===== src/rtl/wb_arb_pkg.sv =====
// ---------------------------------------------------------------------------
// wb_arb_pkg
// Shared types and constants for the two-master Wishbone arbiter.
//   grant_state_e : arbiter grant state (IDLE / GNT_M0 / GNT_M1)
//   GRANT_*       : one-hot grant_o encodings, bit order {m1,m0}
//   ADDR_WIDTH_DEFAULT : default Wishbone address width
// ---------------------------------------------------------------------------
package wb_arb_pkg;

    localparam int ADDR_WIDTH_DEFAULT = 24;

    typedef enum logic [1:0] {
        IDLE   = 2'b00,
        GNT_M0 = 2'b01,
        GNT_M1 = 2'b10
    } grant_state_e;

    localparam logic [1:0] GRANT_NONE = 2'b00;
    localparam logic [1:0] GRANT_M0   = 2'b01;
    localparam logic [1:0] GRANT_M1   = 2'b10;

endpackage


===== src/rtl/wb_arb_watchdog.sv =====
// ---------------------------------------------------------------------------
// wb_watchdog
// Counts consecutive cycles in which the granted master has a strobe
// outstanding with no slave termination, and pulses expire on the cycle
// that would be the TIMEOUT_CYCLES-th such cycle.
// Ports:
//   clk_i, rst_ni : clock, asynchronous active-low reset
//   enable        : strobe pending and not terminated this cycle
//   clear         : force the count back to zero (idle, termination, no stb)
//   expire        : one-cycle pulse when the stall limit is reached
// TIMEOUT_CYCLES = 0 disables the watchdog entirely.
// ---------------------------------------------------------------------------
module wb_watchdog #(
    parameter int TIMEOUT_CYCLES = 255,
    parameter int TIMEOUT_WIDTH  = 8
) (
    input  logic clk_i,
    input  logic rst_ni,
    input  logic enable,
    input  logic clear,
    output logic expire
);

    localparam bit                     ACTIVE = (TIMEOUT_CYCLES != 0);
    localparam logic [TIMEOUT_WIDTH-1:0] LIMIT  = TIMEOUT_WIDTH'(TIMEOUT_CYCLES);

    logic [TIMEOUT_WIDTH-1:0] count;
    logic [TIMEOUT_WIDTH:0]   count_inc;

    // The current stalled cycle is included in the comparison, so the
    // pulse lands on the TIMEOUT_CYCLES-th stalled cycle itself.
    assign count_inc = {1'b0, count} + (TIMEOUT_WIDTH + 1)'(1);
    assign expire    = ACTIVE && enable && !clear && (count_inc == {1'b0, LIMIT});

    // Stall counter: clears on expiry or any clear condition and saturates
    // at the limit instead of wrapping.
    always_ff @(posedge clk_i or negedge rst_ni) begin
        if (!rst_ni) begin
            count <= '0;
        end else if (!ACTIVE || clear || !enable || expire) begin
            count <= '0;
        end else if (count != LIMIT) begin
            count <= count + TIMEOUT_WIDTH'(1);
        end
    end

endmodule


===== src/rtl/wb_master_arbiter.sv =====
// ---------------------------------------------------------------------------
// wb_master_arbiter
// Round-robin arbiter giving two Wishbone B4 classic masters access to one
// shared 8-bit memory bus. A grant is held for the master's whole cycle
// (cyc high), and a watchdog forces an err on hung strobes.
// Ports:
//   clk_i, rst_ni                    : clock, asynchronous active-low reset
//   m{0,1}_cyc/stb/we/adr/dat_i      : master requests
//   m{0,1}_dat/ack/err/rty_o         : master returns, zero when not granted
//   s_cyc/stb/we/adr/dat_o           : shared bus request side
//   s_dat/ack/err/rty_i              : shared bus return side
//   grant_o                          : one-hot current grant {m1,m0}
//   timeout_o                        : pulse when the watchdog fires
// ---------------------------------------------------------------------------
module wb_master_arbiter
    import wb_arb_pkg::*;
#(
    parameter int ADDR_WIDTH     = ADDR_WIDTH_DEFAULT,
    parameter int TIMEOUT_CYCLES = 255,
    parameter int TIMEOUT_WIDTH  = 8
) (
    input  logic                  clk_i,
    input  logic                  rst_ni,
    input  logic                  m0_cyc_i,
    input  logic                  m0_stb_i,
    input  logic                  m0_we_i,
    input  logic [ADDR_WIDTH-1:0] m0_adr_i,
    input  logic [7:0]            m0_dat_i,
    output logic [7:0]            m0_dat_o,
    output logic                  m0_ack_o,
    output logic                  m0_err_o,
    output logic                  m0_rty_o,
    input  logic                  m1_cyc_i,
    input  logic                  m1_stb_i,
    input  logic                  m1_we_i,
    input  logic [ADDR_WIDTH-1:0] m1_adr_i,
    input  logic [7:0]            m1_dat_i,
    output logic [7:0]            m1_dat_o,
    output logic                  m1_ack_o,
    output logic                  m1_err_o,
    output logic                  m1_rty_o,
    output logic                  s_cyc_o,
    output logic                  s_stb_o,
    output logic                  s_we_o,
    output logic [ADDR_WIDTH-1:0] s_adr_o,
    output logic [7:0]            s_dat_o,
    input  logic [7:0]            s_dat_i,
    input  logic                  s_ack_i,
    input  logic                  s_err_i,
    input  logic                  s_rty_i,
    output logic [1:0]            grant_o,
    output logic                  timeout_o
);

    grant_state_e state;
    logic         last_grant;
    logic         sel_m0;
    logic         sel_m1;
    logic         sel_cyc;
    logic         sel_stb;
    logic         slave_term;
    logic         stalled;
    logic         expire;

    // Grant FSM: in IDLE a tie goes to the master that did not have the
    // last grant; a grant is released only when its owner drops cyc, and
    // always passes through IDLE so grant switches never have zero gap.
    always_ff @(posedge clk_i or negedge rst_ni) begin
        if (!rst_ni) begin
            state      <= IDLE;
            last_grant <= 1'b1;
        end else begin
            case (state)
                IDLE: begin
                    if (m0_cyc_i && m1_cyc_i) begin
                        state <= last_grant ? GNT_M0 : GNT_M1;
                    end else if (m0_cyc_i) begin
                        state <= GNT_M0;
                    end else if (m1_cyc_i) begin
                        state <= GNT_M1;
                    end
                end
                GNT_M0: begin
                    if (!m0_cyc_i) begin
                        state      <= IDLE;
                        last_grant <= 1'b0;
                    end
                end
                GNT_M1: begin
                    if (!m1_cyc_i) begin
                        state      <= IDLE;
                        last_grant <= 1'b1;
                    end
                end
                default: state <= IDLE;
            endcase
        end
    end

    assign sel_m0 = (state == GNT_M0);
    assign sel_m1 = (state == GNT_M1);

    // Request-side mux: the granted master drives the shared bus; in IDLE
    // everything stays at zero.
    always_comb begin
        sel_cyc = 1'b0;
        sel_stb = 1'b0;
        s_we_o  = 1'b0;
        s_adr_o = '0;
        s_dat_o = '0;
        if (sel_m0) begin
            sel_cyc = m0_cyc_i;
            sel_stb = m0_stb_i;
            s_we_o  = m0_we_i;
            s_adr_o = m0_adr_i;
            s_dat_o = m0_dat_i;
        end else if (sel_m1) begin
            sel_cyc = m1_cyc_i;
            sel_stb = m1_stb_i;
            s_we_o  = m1_we_i;
            s_adr_o = m1_adr_i;
            s_dat_o = m1_dat_i;
        end
    end

    // The stall condition uses the master's own strobe, not the forced bus
    // strobe, so blanking cyc/stb on expiry does not feed back into it.
    assign slave_term = s_ack_i | s_err_i | s_rty_i;
    assign stalled    = sel_cyc & sel_stb & ~slave_term;

    wb_watchdog #(
        .TIMEOUT_CYCLES(TIMEOUT_CYCLES),
        .TIMEOUT_WIDTH (TIMEOUT_WIDTH)
    ) u_watchdog (
        .clk_i (clk_i),
        .rst_ni(rst_ni),
        .enable(stalled),
        .clear (~sel_cyc | ~sel_stb | slave_term),
        .expire(expire)
    );

    assign s_cyc_o   = sel_cyc & ~expire;
    assign s_stb_o   = sel_cyc & sel_stb & ~expire;
    assign timeout_o = expire;

    // Return-side routing: only the granted master sees slave responses;
    // a watchdog expiry shows up as err on that master.
    assign m0_dat_o = sel_m0 ? s_dat_i : 8'h00;
    assign m0_ack_o = sel_m0 & s_ack_i;
    assign m0_err_o = sel_m0 & (s_err_i | expire);
    assign m0_rty_o = sel_m0 & s_rty_i;
    assign m1_dat_o = sel_m1 ? s_dat_i : 8'h00;
    assign m1_ack_o = sel_m1 & s_ack_i;
    assign m1_err_o = sel_m1 & (s_err_i | expire);
    assign m1_rty_o = sel_m1 & s_rty_i;

    assign grant_o = sel_m0 ? GRANT_M0 : (sel_m1 ? GRANT_M1 : GRANT_NONE);

endmodule

===== config.mk =====
export PLATFORM = sky130hd
export DESIGN_NAME = wb_master_arbiter
export DESIGN_NICKNAME = d
export VERILOG_FILES = /design/src/rtl/wb_arb_pkg.sv /design/src/rtl/wb_arb_watchdog.sv /design/src/rtl/wb_master_arbiter.sv
export SDC_FILE = /design/constraint.sdc
export NUM_CORES = 1
export LEC_CHECK = 0
export ABC_AREA = 1
export BUFFER_PORTS_ARGS = -buffer_cell sky130_fd_sc_hd__buf_4
export CORE_MARGIN = 2
export CORE_UTILIZATION = 33
export DETAILED_ROUTE_END_ITERATION = 7
export PLACE_DENSITY_LB_ADDON = 0.15
export SLEW_MARGIN = 20
export SYNTH_ARGS = -nofsm -noshare
export SYNTH_HDL_FRONTEND = slang
export SYNTH_SLANG_ARGS = --single-unit

===== constraint.sdc =====
create_clock -name clk_i -period 2.4 [get_ports clk_i]
set_clock_uncertainty 0.1 [all_clocks]
set_input_delay 0.48 -clock clk_i [delete_from_list [all_inputs] [get_ports clk_i]]
set_output_delay 0.48 -clock clk_i [all_outputs]
set_load 0.005 [all_outputs]

==> impl_metrics.ini <==
[outcome]
status = completed

[setup_path]
cp-end-kind = output pin
crit_fanout = 5
cp_slowest_cell = dfrtp_1
path_cells = buf_4, nor2_4, nand2_1, nand2_1, nand2_1, nor2_4, nand3_4, a21oi_2, buf_4
worstSetupPathType = reg -> out
cp.required_ns = 1.82
arrival_ns = 1.76
critPathMaxStageDelay_ns = 0.40
r2r_start = state[1]
critPathBufInv = 2
rr_worst_depth = 8
worstReg2RegEnd = last_grant
path_delay_family = simple AND/OR/NAND/NOR gates
cp_common_cell = nand2_1
start_kind = flip-flop
r2r_slack_ns = 0.61

[placement]
portBuffers = 142
place.gp.congestion = 0.892
hpwl_um = 4000
pre_cts_slack_ns = 0.184

[worst_hold_path]
hold-path-cell-count = 2
hold_class = in -> reg
holdPathEnd = last_grant
hold_start = m1_cyc_i

[grt]
antenna_found_initial = 0
grt_pass1_vias = 1657
grt_pass1_wl_um = 7820
overflow = 0
grt_start_max_net_pins = 23
grt_util_all_layers = 0.240

[cells_and_area]
diodes = 0
nets = 414
final_cell_mix = buf_4 (150), a22o_1 (33), nor2_1 (29)
drive_gt1_frac = 0.582
n_fill_cell = 281
layout_commonest_cell = buf_4
layout-area-overhead-vs-synth_pct = 117

[die]
pin_count = 143
die_y_um = 63.3
rows = 21
die_area_um2 = 4000
die_w_um = 63.3
core_um2 = 3360
start_util = 0.344

[logic_synthesis]
seq_area_frac_synth = 0.239
synth_nets = 260
syn_area_um2 = 1160
syn_inst = 175
ys_types = 26
ys_warn_count = 0
synth.avg_cell_area_um2 = 6.62
synth_seq_cells = 11

[clocking]
clockBufferDepth = 2
clock_latency_ns = 0.27
tritoncts = done
htreeDepth = 1
clockRootBuffer = clkbuf_4
path_clk_slew_ns = 0.07
clkSinkCount = 11
cts_buffers = 3

[power_and_ir_drop]
p_clk_frac = 0.114
vdd_drop_max_mv = 0.243
power.leakage_nw = 1.38
switching_power_mw = 0.388
seq_power_share = 0.204
powerDensity_nw_per_um2 = 436
internal-power_mw = 0.708
combPwrFrac = 0.682
switching_share = 0.354

[sta]
worst_slew_pin_slew_ns = 0.368
hold_viol = 0
slew_headroom = 0.754
slew_viol_final = 0
fin_ws_ns = 0.0567
period_needed_ns = 2.34
finalSetupViolCount = 0
setup_tns_ns = 0
period_share = 0.976
max_clock_freq_mhz = 427
rsz0062_at_grt = true

[route]
vias_per_cell = 4.81
drt_iter0_drc = 77
dr.pass1.iters = 4
wire_per_inst_um = 14.3
drtAntennaViolNets = 0
vias = 1798
totalWireLength_um = 5330
drc_errors = 0

[run]
max_cap_violations = 0
[kinds of logic (layout without fill, tap and decap cells)]
group           Yosys count  after routing  synth area share
xor+xnor                  1              1           0.00756
compound gates           46             46             0.319
buf+inv                  41            194             0.136
flops                    11             11             0.239
simple gates             74             74             0.278
fa+ha+maj                 2              2            0.0216
[synthesized netlist by cell type (all sizes together)]
| master | instances | area (µm²) |
|---|---|---|
| xor2 | 1 | 8.76 |
| clkbuf | 6 | 22.5 |
| ha | 2 | 25.0 |
| o21bai | 1 | 7.51 |
| a22o | 33 | 289 |
| or2 | 1 | 6.26 |
| a311oi | 1 | 8.76 |
| o311a | 1 | 10.0 |
| nand4 | 1 | 6.26 |
| buf | 3 | 15.0 |
| dfstp | 1 | 26.3 |
| dfrtp | 10 | 250 |
| o21ai | 4 | 23.8 |
| nor3 | 1 | 5.00 |
| a21oi | 6 | 30.0 |
| nor2 | 37 | 159 |
| nand3 | 8 | 45.0 |
| nand2 | 26 | 100 |
| inv | 32 | 120 |
[cell type report]
| class | count | area, µm² | area share |
|---|---|---|---|
| inverter | 32 | 129 | 0.0512 |
| multi-input combinational | 123 | 817 | 0.325 |
| sequential | 11 | 277 | 0.110 |
| tap | 46 | 57.6 | 0.0229 |
| timing repair buffer | 158 | 1210 | 0.481 |
| clock buffer | 4 | 26.3 | 0.0104 |
[worst max-delay path by stage]
stage	from	endpoint	slack, ns	cells after the start
6_report	state[1]	m1_err_o	0.06	9
5_1_grt	u_watchdog.count[0]	m1_err_o	-0.06	10
4_1_cts	u_watchdog.count[1]	m0_err_o	-0.001	11
3_5_place_dp	u_watchdog.count[0]	m0_err_o	0.18	11
3_3_place_gp	u_watchdog.count[0]	m0_err_o	0.22	11
2_1_floorplan	u_watchdog.count[0]	m0_err_o	0.43	10
[metrics by stage]
stage          power (mW)  utilization  instance area [µm²]  hold slack (ns)  cells
3_5_place_dp        0.903        0.676                 2270            0.220    358
2_1_floorplan       0.499            -                 1160           0.0844    175
3_3_place_gp        0.899        0.676                 2270            0.218    358
4_1_cts              1.06        0.713                 2400            0.277    369
5_1_grt              1.17        0.748                 2510            0.271    374
6_report             1.10        0.748                 2510            0.281    374
[worst register-to-register path, cell delays in order (launching register included)]
cell and delay, ns:
dfrtp_1 0.40, buf_4 0.15, nor2_4 0.14, buf_6 0.21, clkinvlp_4 0.11, buf_2 0.17
buf_4 0.15, o21ai_0 0.17, o21ai_0 0.11
[flip-flops by register name, indices dropped and copies added, names as in the netlist]
name / cells
u_watchdog.count: 8
last_grant: 1
state: 2
[power by group through the flow]
stage / logic (mW) / registers [mW] / clock network [mW]
2_1_floorplan: 0.276 / 0.223 / 0
3_3_place_gp: 0.674 / 0.224 / 0
3_5_place_dp: 0.676 / 0.227 / 0
4_1_cts: 0.712 / 0.221 / 0.129
5_1_grt: 0.804 / 0.226 / 0.141
6_report: 0.747 / 0.223 / 0.126
[repair_timing]
item                                    4_1_cts  5_1_grt
hold buffers                                  1        0
pin swaps                                     9       14
endpoints found under the hold margin        10        0
gates resized for setup                      13       22
endpoints found under the setup margin        5       15
setup buffers                                 6        5
[routing by layer]
metal  track usage  wire (µm)  vias to the layer above
met5             0          0                        -
met4        0.0707         36                        0
met3        0.0821        544                        5
met2         0.411       2700                      101
met1         0.285       2050                      803
li1              -          -                      889
Note: power is estimated with default switching activity, not from simulation.
